**src/rtl/uart_tx_responder.sv**
```systemverilog
// UART transmitter behind a level request/ack handshake: sends exactly one
// start/8 data/optional parity/stop frame per i_ready assertion, o_next marks the send.
module uart_tx_responder #(
  parameter int CLKS_PER_BIT = 434,
  parameter int PARITY       = 0,
  parameter int STOP_BITS    = 1
) (
  input  logic       i_clk,
  input  logic       i_rst_n,
  input  logic       i_en,
  input  logic [7:0] i_data,
  input  logic       i_ready,
  output logic       o_next,
  output logic       o_tx,
  output logic [2:0] d_state,
  output logic [3:0] d_bit
);

  localparam int            CW        = (CLKS_PER_BIT > 1) ? $clog2(CLKS_PER_BIT) : 1;
  localparam logic [CW-1:0] CNT_LAST  = CW'(CLKS_PER_BIT - 1);
  localparam logic          STOP_LAST = 1'(STOP_BITS - 1);

  typedef enum logic [2:0] {
    S_IDLE    = 3'd0,
    S_START   = 3'd1,
    S_DATA    = 3'd2,
    S_PARITY  = 3'd3,
    S_STOP    = 3'd4,
    S_RELEASE = 3'd5
  } state_t;

  state_t        state_q, state_d;
  logic [CW-1:0] cnt_q, cnt_d;
  logic [2:0]    bit_q, bit_d;
  logic [7:0]    shift_q, shift_d;
  logic          par_q, par_d;
  logic          stop_q, stop_d;
  logic          tx_q, tx_d;
  logic          next_q, next_d;
  logic          bit_done;
  logic          par_bit;

  assign bit_done = (cnt_q == CNT_LAST);
  assign par_bit  = (PARITY == 2) ? ~par_q : par_q;

  always_comb begin
    // NOTE: every next-state variable gets a hold default first; a path that
    // skips an assignment would otherwise infer a latch.
    state_d = state_q;
    cnt_d   = cnt_q;
    bit_d   = bit_q;
    shift_d = shift_q;
    par_d   = par_q;
    stop_d  = stop_q;
    tx_d    = tx_q;
    next_d  = next_q;

    if (i_en) begin
      // All bit states share one baud counter that wraps at the end of each bit.
      if (state_q inside {S_START, S_DATA, S_PARITY, S_STOP})
        cnt_d = bit_done ? '0 : cnt_q + 1'b1;

      case (state_q)
        S_IDLE: begin
          tx_d   = 1'b1;
          next_d = 1'b0;
          if (i_ready) begin
            shift_d = i_data;
            par_d   = ^i_data;
            next_d  = 1'b1;
            tx_d    = 1'b0;
            cnt_d   = '0;
            state_d = S_START;
          end
        end
        S_START: begin
          if (bit_done) begin
            bit_d   = '0;
            tx_d    = shift_q[0];
            state_d = S_DATA;
          end
        end
        S_DATA: begin
          if (bit_done) begin
            if (bit_q == 3'd7) begin
              bit_d = '0;
              if (PARITY != 0) begin
                tx_d    = par_bit;
                state_d = S_PARITY;
              end else begin
                tx_d    = 1'b1;
                stop_d  = 1'b0;
                state_d = S_STOP;
              end
            end else begin
              bit_d   = bit_q + 1'b1;
              shift_d = shift_q >> 1;
              tx_d    = shift_q[1];
            end
          end
        end
        S_PARITY: begin
          if (bit_done) begin
            tx_d    = 1'b1;
            stop_d  = 1'b0;
            state_d = S_STOP;
          end
        end
        S_STOP: begin
          if (bit_done) begin
            if (stop_q == STOP_LAST) begin
              next_d  = 1'b0;
              state_d = i_ready ? S_RELEASE : S_IDLE;
            end else begin
              stop_d = stop_q + 1'b1;
            end
          end
        end
        S_RELEASE: begin
          // A still-high request belongs to the frame just sent; wait for it to drop.
          tx_d   = 1'b1;
          next_d = 1'b0;
          if (!i_ready) state_d = S_IDLE;
        end
        default: begin
          tx_d    = 1'b1;
          next_d  = 1'b0;
          state_d = S_IDLE;
        end
      endcase
    end
  end

  // NOTE: state registers use non-blocking assignments so every flop samples
  // the pre-edge values regardless of statement order.
  always_ff @(posedge i_clk or negedge i_rst_n) begin
    if (!i_rst_n) begin
      state_q <= S_IDLE;
      cnt_q   <= '0;
      bit_q   <= '0;
      shift_q <= '0;
      par_q   <= 1'b0;
      stop_q  <= 1'b0;
      tx_q    <= 1'b1;
      next_q  <= 1'b0;
    end else begin
      state_q <= state_d;
      cnt_q   <= cnt_d;
      bit_q   <= bit_d;
      shift_q <= shift_d;
      par_q   <= par_d;
      stop_q  <= stop_d;
      tx_q    <= tx_d;
      next_q  <= next_d;
    end
  end

  assign o_tx    = tx_q;
  assign o_next  = next_q;
  assign d_state = state_q;
  assign d_bit   = {1'b0, bit_q};

endmodule

```
**config.mk**
```make
export PLATFORM = sky130hd
export DESIGN_NAME = uart_tx_responder
export DESIGN_NICKNAME = d
export VERILOG_FILES = /design/src/rtl/uart_tx_responder.sv
export SDC_FILE = /design/constraint.sdc
export NUM_CORES = 1
export LEC_CHECK = 0
export CORE_MARGIN = 4
export CORE_UTILIZATION = 40
export CTS_CLUSTER_SIZE = 20
export DETAILED_ROUTE_END_ITERATION = 7
export HOLD_SLACK_MARGIN = 0.08
export PLACE_DENSITY = 0.67
export SLEW_MARGIN = 20
export SYNTH_ARGS = -nofsm -noshare
export SYNTH_HDL_FRONTEND = slang
export SYNTH_SLANG_ARGS = --single-unit
```
**constraint.sdc**
```tcl
create_clock -name i_clk -period 2.83 [get_ports i_clk]
set_clock_uncertainty 0.2 [all_clocks]
set_input_delay 0.566 -clock i_clk [delete_from_list [all_inputs] [get_ports i_clk]]
set_output_delay 0.566 -clock i_clk [all_outputs]
set_load 0.005 [all_outputs]
```
# [Word level (Yosys, flattened, before mapping)]
# Index checks and enable logic that the tools add are counted.
[totals] regBits=26 in_bits=12 out_inout_bits=9 elab_cells=78
[classes] addsub=3 eq_ne=16 muxes=38 n_bitwise=2 n_reduce_logical=12
[op_table] cell="$mux W3" count=12
[op_table] cell="$mux W9" count=4
[op_table] cell="$mux W8" count=3
[op_table] cell="$pmux W3 S6" count=1
[op_table] cell="$ne A2 B2 Y1 const B" count=8
[op_table] cell="$pmux W8 S2" count=1
[op_table] cell="$mux W1" count=13
[op_table] cell="$reduce_and A5 Y1" count=2
[op_table] cell="$add A9 B1 Y9 const B" count=1
[op_table] cell="$eq A3 B3 Y1 const B" count=3
[op_table] cell="$eq A9 B9 Y1 const B" count=1
[op_table] cell="$reduce_and A9 Y1" count=1
[op_table] cell="$reduce_and A4 Y1" count=2
[op_table] cell="$eq A3 B2 Y1 const B" count=2
[op_table] cell="$pmux W1 S3" count=2
[op_table] cell="$pmux W3 S2" count=1
[op_table] cell="$reduce_and A6 Y1" count=1
[op_table] cell="$pmux W1 S5" count=1
[op_table] cell="$reduce_bool A2 Y1" count=2
[op_table] cell="$reduce_bool A4 Y1" count=1
[op_table] cell="$add A3 B1 Y3 const B" count=1
[op_table] cell="$eq A3 B1 Y1 const B" count=1
[op_table] cell="$logic_not A3 Y1" count=1
[op_table] cell="$reduce_bool A3 Y1" count=1
[op_table] cell="4 further kinds" count=5

# [Longest topological paths before layout]
# Gate-level depths: netlist of the first run.
[logic_depth] depth_word=5 mapped_depth=8 mapped_depth_nobuf=7

# [Worst setup path after synthesis of the first run]
# No wires, ideal clock.
[synth_path] kind="register -> register" startpoint="reg bit_q[0]" endpoint="reg shift_q[5]" setup_time_ns=0.077 t_arrival_ns=1.768 required_ns=2.553 path_slack_ns=0.784 path_stages_with_launch=8 path_buffers=1 path_cell_list="dfrtp_1 ha_1 ha_1 a2111oi_2 o21a_1 buf_4 nor2_1 a21oi_1"
[synth_via] elab_chain_cells=3
[synth_rtl] item="start: declaration" line_no="34" source="logic [2:0] bit_q, bit_d;"
[synth_rtl] item="start signal: assignment" line_no="149" source="bit_q <= bit_d;"
[synth_rtl] item="$eq A3 B3 Y1" line_no="85" source="if (bit_q == 3'd7) begin"
[synth_rtl] item="$ne A2 B2 Y1 (no source line)"
[synth_rtl] item="$reduce_and A5 Y1 (no source line)"
[synth_rtl] item="end signal: assignment" line_no="150" source="shift_q <= shift_d;"
[synth_rtl] item="end: declaration" line_no="35" source="logic [7:0] shift_q, shift_d;"
# Every way passes these cells.
# A chain may end at the register's enable or synchronous reset.

# [Worst setup path in the final report of the first run]
[layout_path] startpoint="reg state_q[1] (netlist: d_state[1])" endpoint="reg bit_q[1]"
[layout_via] elab_chain_cells=3 word_cells_on_any_way=7
[layout_rtl] item="start: declaration" line_no="32" source="state_t state_q, state_d;"
[layout_rtl] item="start signal: assignment" line_no="147" source="state_q <= state_d;"
[layout_rtl] item="$eq A3 B2 Y1 / $eq A3 B1 Y1 (equally long branches)" line_no="63" source="case (state_q)"
[layout_rtl] item="$ne A2 B2 Y1 (no source line) / $reduce_bool A2 Y1 (equally long branches)"
[layout_rtl] item="$reduce_and A4 Y1 (no source line)"
# Several ways; a longest one is shown, not always the timed one.

==> results of run 1 <==
-- worst paths after layout --
path,slack (ns),to,cells past startpoint,startpoint
min,0.29,o_tx$_DFFE_PN1P_,2,o_tx$_DFFE_PN1P_
min in group asynchronous,0.45,cnt_q[3]$_DFFE_PN0P_,2,i_rst_n
min reg2reg,0.29,o_tx$_DFFE_PN1P_,2,o_tx$_DFFE_PN1P_
max reg2reg,0.52,bit_q[1]$_DFFE_PN0P_,5,d_state[1]$_DFFE_PN0P_
max in group asynchronous,1.68,o_tx$_DFFE_PN1P_,2,i_rst_n
max,0.52,bit_q[1]$_DFFE_PN0P_,5,d_state[1]$_DFFE_PN0P_
-- area by class of cell --
cell class | instances | area, µm² | area share
well taps | 46 | 57.56 | 0.03305
clock inverters | 1 | 5.005 | 0.002874
repair buffers | 23 | 220.2 | 0.1264
clock buffers | 3 | 41.29 | 0.02371
inverters | 9 | 33.78 | 0.01940
multi-input cells | 125 | 757.0 | 0.4346
flip-flops and latches | 25 | 626.9 | 0.3599
-- state kept, by name (all words and copies together) (netlist names) --
signal,flops
o_tx,1
cnt_q,9
bit_q,3
o_next,1
shift_q,8
d_state,3
-- placed cells by master, fill, tap and decap left out, types with 2 or more instances in the layout --
cell	count
nand3_1	4
nand4_1	2
a21oi_1	16
ha_1	4
or3_1	2
buf_4	4
a31oi_1	2
nand2b_1	3
nor3_1	5
mux2i_1	7
clkbuf_8	3
o21ai_0	12
o41ai_1	2
nor2_1	22
a22o_1	2
nand2_1	16
clkdlybuf4s50_1	19
nor2b_1	4
dfrtp_1	24
inv_1	9
-- power by group through the flow --
stage	Clock [mW]	Sequential (mW)	Combinational, mW
floorplan	0	0.547	0.439
global placement	0	0.598	0.530
detailed placement	0	0.608	0.552
CTS	0.221	0.600	0.555
global route	0.233	0.626	0.621
finish	0.213	0.597	0.547
-- routing by layer --
metal | wire length [µm] | track usage
met2 | 1492 | 0.2467
met1 | 1361 | 0.1937
met4 | 27 | 0.04467
met3 | 92 | 0.02917
met5 | 0 | 0
-- tightest hold or removal path, delay by kind of cell (launching register included) --
kind            cells  cell delay, ns
compound gates      1            0.06
flops               1            0.38
simple gates        1            0.05
-- cell families (layout without fill, tap and decap cells) --
logic type      after synthesis  count (layout)  synth area share
buf+inv                      17              36           0.05792
simple gates                 68              68            0.2317
mux                           8               8           0.05537
xor+xnor                      2               2           0.01193
other cells                   1               1          0.002553
flops                        25              25            0.4268
compound gates               42              42            0.1797
fa+ha+maj                     4               4           0.03407
==> impl_metrics.json, run 1 <==
{
  "run_status": "completed",
  "cts_buffers": 3,
  "post_cts_buffers": 0,
  "crit_type": "reg -> reg",
  "drv_cap": 0,
  "cp-start-kind": "flop",
  "pwr_density_cell_mw_per_mm2": 779.4,
  "required_ns": 2.84,
  "fin_tns_setup_ns": 0,
  "power_frac_seq": 0.440,
  "place.gp.congestion": 0.7933,
  "synth.most_common_cell": "dfrtp_1",
  "synth-seq-area-share": 0.4267,
  "p_int_uw": 833.6,
  "layout.nets": 203,
  "fmax_mhz": 432.5,
  "relSlewSlack": 0.6504,
  "crit_chain": "nand2b_1, or2_1, or4_4, nor2_2, a22o_1",
  "fillers": 342,
  "drt_iter0_markers": 44,
  "arrival_ns": 2.32,
  "cp_slowest_cell": "dfrtp_1",
  "crit_buf_inv": 0,
  "leakage_nw": 0.7594,
  "ys_types": 44,
  "clk_pin_slew_ns": 0.09,
  "pwr-share-clk": 0.157,
  "fin_crit_sh": 0.8171,
  "synth_top_area_share": 0.4089,
  "hold_slack_ns": 0.2895,
  "fp.dieH_um": 68.60,
  "min-delay-path-class": "reg -> reg",
  "place_area_mm2": 0.001695,
  "drt_wl_total_mm": 2.973,
  "final_util": 0.5060,
  "drive_gt1_frac": 0.07527,
  "synth_top_cells_by_area": "dfrtp_1 (41%), nor2_1 (5.6%), a21oi_1 (5.5%)",
  "final_cells": 232,
  "die_x_um": 68.60,
  "cts_tree": "built",
  "syn_area_mm2": 0.001469,
  "fin_area_mm2": 0.001742,
  "clock_latency_ns": 0.27,
  "setup_viol": 0,
  "yosys_warnings": 0,
  "ir_worst_vdd_mv": 0.4094,
  "setup_ws_ns": 0.5177,
  "path_delay_family": "simple AND/OR/NAND/NOR gates",
  "grt.overflow.total": 0,
  "synth_nets": 183,
  "yosysTopAreaCell": "dfrtp_1",
  "ys_seq_elements": 25,
  "cp_slowest_stage_delay_ns": 0.63,
  "ys_top_cells_by_count": "dfrtp_1 (24), nor2_1 (22), a21oi_1 (16), nand2_1 (16), o21ai_0 (12)",
  "grt_setup_unrepaired": "false",
  "worstPathMaxFanout": 15,
  "drt-pass1-iter-count": 4,
  "pre_cts_ws_ns": 0.2362,
  "totalPowerFinal_mw": 1.357,
  "root_buffer": "clkbuf_8",
  "syn_avg_cell_area_um2": 8.796,
  "via_per_inst": 5.263,
  "synth_flop_cell": "dfrtp_1",
  "worst_slew_pin_slew_ns": 0.5244,
  "synth-edff-count": 0,
  "ctsHoldBuffers": 0,
  "syn_inst": 167,
  "drc_errors": 0,
  "maxSlewViolCount": 0,
  "grt_pass1_wl_mm": 5.326,
  "cts_buffer_depth": 2,
  "crit_path_end_kind": "flop",
  "io_pins": 21,
  "net-switching-power_uw": 523.9,
  "fin_crit_ns": 2.312,
  "antenna_found_initial": 0,
  "final_hold_viol_count": 0,
  "power_switching_share": 0.3859,
  "htree_levels": 1,
  "start_util": 0.4268,
  "wl_per_cell_um": 12.81,
  "async_flop_share": 1.000,
  "cts_sinks": 25,
  "grt_max_degree": 26,
  "ant_nets": 0,
  "grt_usage": 0.1485,
  "dp_cells": 228,
  "post_cts_resized": 0,
  "diodes": 0,
  "grt_pass1_vias": 1208,
  "io_buffers": 19,
  "die-area_mm2": 0.004706,
  "coreArea_mm2": 0.003442,
  "num_vias": 1221,
  "comb_power_share": 0.403,
  "rows": 21,
  "dp_hpwl_mm": 2.253,
  "area_growth_pct": 18.57
}
No activity file was read; power rests on OpenSTA's default activity.
==> run 2: changes to the inputs <==
==> constraint.sdc (replaced) <==
create_clock -name i_clk -period 2.3 [get_ports i_clk]
set_clock_uncertainty 0.2 [all_clocks]
set_input_delay 0.46 -clock i_clk [delete_from_list [all_inputs] [get_ports i_clk]]
set_output_delay 0.46 -clock i_clk [all_outputs]
set_load 0.005 [all_outputs]
==> run 2 against run 1 <==
Net effect:
- via count rose by 4.4%
- combinational power rose by 36%
- hold slack got worse by 0.0054 ns
- sequential share of layout area fell by 1.8 points
- clock power rose by 30%
- clock-buffer cell count did not move
- first-iteration DRC count rose by 20%
- final cell count rose by 4.3%
- highest routed layer unchanged
==> impl_metrics.json, run 2 (same netlist as run 1, synthesis figures left out) <==
{
  "num_vias": 1275,
  "antenna_found_initial": 0,
  "htree_levels": 1,
  "min-delay-path-class": "reg -> reg",
  "crit_path_end_kind": "output pin",
  "area_growth_pct": 24.79,
  "arrival_ns": 1.50,
  "diodes": 0,
  "ir_worst_vdd_mv": 0.5158,
  "crit_buf_inv": 1,
  "required_ns": 1.64,
  "multi_input_area_um2": 757.0,
  "grt_pass1_wl_mm": 5.561,
  "drt-pass1-iter-count": 4,
  "setup_viol": 0,
  "crit_type": "reg -> out",
  "top_layer": "met4",
  "crit_chain": "clkdlybuf4s50_1",
  "dp_hpwl_mm": 2.431,
  "rows": 21,
  "fp.dieH_um": 68.60,
  "wl_per_cell_um": 12.97,
  "reg_top3": "cnt_q: 9 flops, shift_q: 8 flops",
  "run_status": "completed",
  "layout.nets": 213,
  "via_per_inst": 5.269,
  "drt_iter0_markers": 53,
  "fin_crit_sh": 0.9390,
  "seqCellArea_um2": 626.9,
  "ant_nets": 0,
  "final_cell_mix": "dfrtp_1 (24), nor2_1 (22), clkdlybuf4s50_1 (19), a21oi_1 (16), nand2_1 (16)",
  "fmax_mhz": 463.0,
  "drt_wl_total_mm": 3.138,
  "drv_cap": 0,
  "start_util": 0.4268,
  "cts_buffer_depth": 2,
  "grt_max_degree": 26,
  "cts_tree": "built",
  "wl_met1_mm": 1.351,
  "grt_pass1_vias": 1288,
  "post_cts_buffers": 0,
  "cp-start-kind": "flop",
  "cp_slowest_stage_delay_ns": 0.63,
  "die_x_um": 68.60,
  "rrSetupSlack_ns": 0.20,
  "die-area_mm2": 0.004706,
  "drc_errors": 0,
  "path_delay_family": "flip-flops",
  "totalPowerFinal_mw": 1.757,
  "top_register": "cnt_q",
  "io_pins": 21,
  "setup_ws_ns": 0.1404,
  "ctsHoldBuffers": 0,
  "wl_met2_mm": 1.659,
  "clk_pin_slew_ns": 0.10,
  "cts_sinks": 25,
  "final_util": 0.5325,
  "final_hold_viol_count": 0,
  "met3_length_um": 100,
  "largest_reg_flops": 9,
  "place.gp.congestion": 0.8228,
  "worstPathMaxFanout": 14,
  "coreArea_mm2": 0.003442,
  "cts_buffers": 3,
  "pre_cts_ws_ns": 0.03264,
  "post_cts_resized": 0,
  "root_buffer": "clkbuf_8",
  "drive_gt1_frac": 0.1224,
  "fin_tns_setup_ns": 0,
  "fin_crit_ns": 2.160,
  "leakage_nw": 0.8124,
  "io_buffers": 19,
  "pwr_density_cell_mw_per_mm2": 958.5,
  "final_common_cell": "dfrtp_1",
  "grt_usage": 0.1580,
  "fillers": 326,
  "hold_slack_ns": 0.2841,
  "cp_slowest_cell": "dfrtp_1",
  "maxSlewViolCount": 0,
  "clock_latency_ns": 0.27,
  "grt_setup_unrepaired": "false",
  "grt.overflow.total": 0
}
==> run 2: changes by cell type in the layout (fill, tap and decap cells not counted) <==
cell and change:
clkinv_2 -1, buf_4 +9, buf_12 +1, inv_6 +1
==> run 2: path summary, 6_finish.rpt <==
path                                        startpoint                    to  cells past startpoint
worst max-delay path            d_state[0]$_DFFE_PN0P_            d_state[0]                      1
min in group asynchronous                      i_rst_n  cnt_q[5]$_DFFE_PN0P_                      2
max in group asynchronous                      i_rst_n      o_tx$_DFFE_PN1P_                      2
worst min-delay path                  o_tx$_DFFE_PN1P_      o_tx$_DFFE_PN1P_                      2
worst min register to register        o_tx$_DFFE_PN1P_      o_tx$_DFFE_PN1P_                      2
worst max register to register  d_state[1]$_DFFE_PN0P_  bit_q[1]$_DFFE_PN0P_                      5
==> run 2: metal layers <==
metal | GRT usage | vias to the layer above
met5 | 0 | -
met4 | 0.04467 | 0
met3 | 0.04052 | 2
met2 | 0.2813 | 16
met1 | 0.1857 | 615
li1 | - | 642
==> run 2: cell type report <==
class                      count  share of cell area
inverter                       9             0.01843
multi-input combinational    125              0.4130
sequential                    25              0.3420
clock inverter                 1            0.004778
tap                           46             0.03140
clock buffer                   3             0.02253
timing repair buffer          33              0.1679
==> run 2: report_power, final <==
group	total, mW	switching, mW	internal, mW
registers	0.737	0.157	0.579
logic	0.744	0.361	0.383
clock network	0.276	0.149	0.127
total	1.76	0.668	1.09
==> run 2: tightest hold or removal path, delay by kind of cell, from the launching register on <==
kind / cells / cell delay, ns
flops: 1 / 0.38
compound gates: 1 / 0.06
simple gates: 1 / 0.05
==> run 2: metrics by stage <==
stage          instance area (µm²)  std cells
5_1_grt                       1833        242
2_1_floorplan                 1469        167
4_1_cts                       1833        242
6_report                      1833        242
3_3_place_gp                  1783        238
3_5_place_dp                  1783        238
==> variant 1, RTL diff (flow settings as in run 2) <==
One comparison of `cnt_q` changes from == to >=.
--- a/src/rtl/uart_tx_responder.sv
+++ b/src/rtl/uart_tx_responder.sv
@@ -41,5 +41,5 @@
   logic          par_bit;
 
-  assign bit_done = (cnt_q == CNT_LAST);
+  assign bit_done = (cnt_q >= CNT_LAST);
   assign par_bit  = (PARITY == 2) ? ~par_q : par_q;
 
Check against the original RTL: same outputs for any inputs over 10 cycles, from zero or initial values and one cycle with i_rst_n low; that may be too few to reach the edited logic, so the function may still have changed.
==> variant 1 against run 2 <==
- wire length up 22%
- global-route usage fell by 0.47 points
- critical path depth rose by 5
- clock power shrank 5%
- fmax shrank 2.8%
- setup slack got worse by 0.062 ns
- area after synthesis grew 5.2%
- sequential share of layout area down 3.2 points
- register-to-register slack worse by 0.12 ns
- sequential cell count unchanged
- design area is 11% higher
- sequential power down 9.0%
- power fell by 21%
==> variant 1: results (changes against run 2) <==
Nets 221 (was 213); hold_ws 0.327 ns (was 0.284 ns); post-synth cell types 50 (was 44); Reg clk slew, reported paths 0.09 ns; Main synth FF type dfrtp_1 (unchanged); WL per Instance 15.2 um (was 13.0 um); Hold Path Origin o_next$_DFFE_PN0P_ (was o_tx$_DFFE_PN1P_); YS warnings 0 (unchanged); Hold Path End o_next$_DFFE_PN0P_ (was o_tx$_DFFE_PN1P_); FF-to-FF End cnt_q[0]$_DFFE_PN0P_ (was bit_q[1]$_DFFE_PN0P_); Synth async-reset ratio 1.00 (unchanged); Max-slew headroom 0.646; CTS buffer count 3 (unchanged); fill cell count 367 (was 326); All-Layer GR Usage 0.153 (was 0.158); biggest regs cnt_q (9), shift_q (8) (unchanged); dpl hpwl 2690 um (was 2430 um); Post-synth EDFFs 0 (unchanged); GR Util met2 0.273 (was 0.281); largest cells by area after synthesis dfrtp_1 (39%), mux2i_1 (5.8%), a21oi_1 (4.2%) (was dfrtp_1 (41%), nor2_1 (5.6%), a21oi_1 (5.5%)); Root Driver clkbuf_8 (unchanged); status completed (unchanged); Max-cap violations 0 (unchanged); Syn Nets 181 (was 183); layout cell share with drive strength beyond 1 0.211 (was 0.122); Fin. Hold Viols 0 (unchanged); first-pass iteration count of the detailed router 4 (unchanged); first-pass GRT wire length 6290 um (was 5560 um); Worst Path Max Fanout 6 (was 14); # port buffers 19 (unchanged); most frequent cells after synthesis dfrtp_1 (24), nor2_1 (17), a21oi_1 (13) (was dfrtp_1 (24), nor2_1 (22), a21oi_1 (16), nand2_1 (16), o21ai_0 (12)); Leakage Power 0.000878 uW (was 0.000812 uW); GRT met3 Usage 0.0273 (was 0.0405); clk_lat worst skew 0.27 ns (about the same); VDD IR max 0.351 mV (was 0.516 mV); H-tree levels 1 (unchanged); pin count of the biggest net entering global routing 26 (unchanged); initial antenna violation count 0 (unchanged); worst flop-to-flop path startpoint cnt_q[0]$_DFFE_PN0P_ (was d_state[1]$_DFFE_PN0P_); Bufs on Longest Clock Path 2 (unchanged); DR vias 1,422 (was 1,275); reg2reg path depth 6 (was 5); Min-Delay Path Depth 1 (was 2); remaining antenna violation count after routing 0 (unchanged); Worst Hold Class reg2reg (unchanged); antenna cells 0 (unchanged); sequential fraction of the synthesis area 0.406 (was 0.427); drt first-iter violations 101 (was 53); Slew Limit Fails 0 (unchanged); M1 GR Usage 0.196 (was 0.186); reg2reg setup slack 0.08 ns (was 0.20 ns); RePlAce Congestion 0.858 (was 0.823)
==> variant 1: final cells by class <==
type / instances / area (um2) / area share
well taps: 48 / 60.1 / 0.0296
repair buffers: 44 / 379 / 0.187
inverters: 6 / 22.5 / 0.0111
flip-flops and latches: 25 / 628 / 0.309
multi-input cells: 125 / 895 / 0.441
clock buffers: 4 / 45.0 / 0.0222
==> variant 1: worst max path at each step <==
stage | depth (start not counted) | from | slack, ns | endpoint
after global placement | 6 | i_ready | 0.004 | shift_q[0]$_DFFE_PN0P_
after floorplan | 6 | cnt_q[0]$_DFFE_PN0P_ | 0.21 | cnt_q[0]$_DFFE_PN0P_
after global routing | 8 | bit_q[0]$_DFFE_PN0P_ | -0.02 | shift_q[1]$_DFFE_PN0P_
after CTS | 6 | cnt_q[0]$_DFFE_PN0P_ | 0.006 | cnt_q[4]$_DFFE_PN0P_
final | 6 | cnt_q[0]$_DFFE_PN0P_ | 0.08 | cnt_q[0]$_DFFE_PN0P_
after detailed placement | 6 | i_ready | -0.13 | shift_q[2]$_DFFE_PN0P_
==> variant 1: metal layers <==
| layer | vias to the layer above | wire, um |
|---|---|---|
| met5 | - | 0 |
| met4 | 0 | 10 |
| met3 | 2 | 135 |
| met2 | 39 | 1950 |
| met1 | 692 | 1720 |
| li1 | 689 | - |
==> variant 1: where the power goes <==
group,switching (uW),internal (uW),leakage [uW]
logic,218,236,0.000549
registers,109,562,0.000306
clock network,138,124,0.0000228
==> variant 1: what timing repair did <==
action | in CTS | in global routing
cloned | 0 | 1
setup buffers | 2 | 6
pin swaps | 0 | 3
gates resized for setup | 0 | 10
setup endpoints to repair | 3 | 23
==> variant 1: worst max-delay path, cell delays in order, from the launching register on <==
cell	delay (ns)
dfrtp_2	0.46
ha_1	0.24
nor4_4	0.21
a211oi_4	0.16
or2_4	0.28
or4_1	0.46
a21oi_1	0.13
==> variant 1: cell families after synthesis <==
kind of cell / Yosys count / share of synthesized area
simple gates: 59 / 0.203
compound gates: 50 / 0.239
flops: 25 / 0.406
buf+inv: 15 / 0.0478
mux: 9 / 0.0583
fa+ha+maj: 4 / 0.0324
xor+xnor: 2 / 0.0113
other cells: 1 / 0.00243
==> variant 1: per-stage QoR <==
step / cell area (um2) / instances / setup WS, ns
after global routing: 2030 / 252 / -0.0226
after detailed placement: 1860 / 239 / -0.132
after floorplan: 1550 / 165 / 0.206
after CTS: 1920 / 245 / 0.00576
final: 2030 / 252 / 0.0782
after global placement: 1860 / 239 / 0.00444
==> variant 2, RTL diff (config.mk and constraints of run 2) <==
Made on the original files. `PARITY`: 0 -> 1.
--- a/src/rtl/uart_tx_responder.sv
+++ b/src/rtl/uart_tx_responder.sv
@@ -3,5 +3,5 @@
 module uart_tx_responder #(
   parameter int CLKS_PER_BIT = 434,
-  parameter int PARITY       = 0,
+  parameter int PARITY       = 1,
   parameter int STOP_BITS    = 1
 ) (
Function: no difference found for any inputs over 10 cycles, from zero or initial values and one cycle with i_rst_n low; that may be too few to reach the edited logic, so the function may still have changed.
==> variant 2 against run 2 <==
- sequential cell count grew 1
- area after synthesis grew 9.1%
- design area grew 7.0%
- setup slack gained 0.0019 ns
- power grew 15%
- wire length grew 7.1%
- cell count shrank 2.5%
- count of clock-buffer cells in the layout is the same
==> variant 2: results (changes against run 2) <==
Synth Area in Compound Gates 0.153 (was 0.180); Min-Delay Path Depth 1 (was 2); hold_ws 0.306 ns (was 0.284 ns); Hold Path Origin shift_q[2]$_DFFE_PN0P_ (was o_tx$_DFFE_PN1P_); reg2reg path depth 7 (was 5); GR Util met2 0.216 (was 0.281); Syn Nets 178 (was 183); DP Area 1890 um2 (was 1780 um2); drt first-iter violations 69 (was 53); RePlAce Congestion 0.780 (was 0.823); All-Layer GR Usage 0.138 (was 0.158); Clk. pwr 386 uW (was 276 uW); Seq pwr share 0.379 (was 0.419); placed instance count 232 (was 238); post-synthesis mux area share 0.118 (was 0.0554); DR WL met3 144 um (was 100 um); sequential fraction of the synthesis area 0.407 (was 0.427); drt via density 5.31 (was 5.27); dpl hpwl 2460 um (was 2430 um); Worst EP arrival 2.12 ns (was 1.50 ns); layout cell share with drive strength beyond 1 0.213 (was 0.122); FF-to-FF End shift_q[3]$_DFFE_PN0P_ (was bit_q[1]$_DFFE_PN0P_); Leakage Power 0.000857 uW (was 0.000812 uW); start point of the critical path cnt_q[1]$_DFFE_PN0P_ (was d_state[0]$_DFFE_PN0P_); Nets 205 (was 213); status completed (unchanged); WL met1 1610 um (was 1350 um); Worst Path Max Fanout 8 (was 14); Int Power 1300 uW (was 1090 uW); Synth Area in XOR/XNOR 0.0546 (was 0.0119); Hold Path End shift_q[2]$_DFFE_PN0P_ (was o_tx$_DFFE_PN1P_); pin count of the biggest net entering global routing 27 (was 26); largest cells by area after synthesis dfrtp_1 (39%), mux2_2 (11%), xnor2_1 (4.9%) (was dfrtp_1 (41%), nor2_1 (5.6%), a21oi_1 (5.5%)); VDD IR max 0.532 mV (was 0.516 mV); WS Path Type reg2reg (was reg2out); final WL 3360 um (was 3140 um)
## variant 2: changes by cell type in the layout (fill, tap and decap cells not counted), moves of 4 or more
cell     change
inv_1        -6
mux2i_1      -5
nand3_1      +4
xnor2_1      +8
o31ai_1      +4
mux2_2      +15
a21oi_1     -12
nor2_1      -14
nand2_1      +4
## variant 2: critical path, stage by stage (launching register included)
cell and delay [ns]:
dfrtp_1 0.42, inv_1 0.07, ha_1 0.15, nand4b_2 0.14
nor4_4 0.23, nand3b_2 0.14, a21oi_4 0.32, mux2_2 0.38
## variant 2: cells by family after synthesis
| logic type | after synthesis |
|---|---|
| mux | 17 |
| buf+inv | 10 |
| other cells | 1 |
| fa+ha+maj | 4 |
| compound gates | 36 |
| flops | 26 |
| xor+xnor | 10 |
| simple gates | 58 |
## variant 2: final cells by class
class                   instances  area (um2)
repair buffers                 29         265
flip-flops and latches         26         652
clock buffers                   3        41.3
fillers                       335        1810
well taps                      48        60.1
inverters                       3        11.3
clock inverters                 1        30.0
multi-input cells             126         902
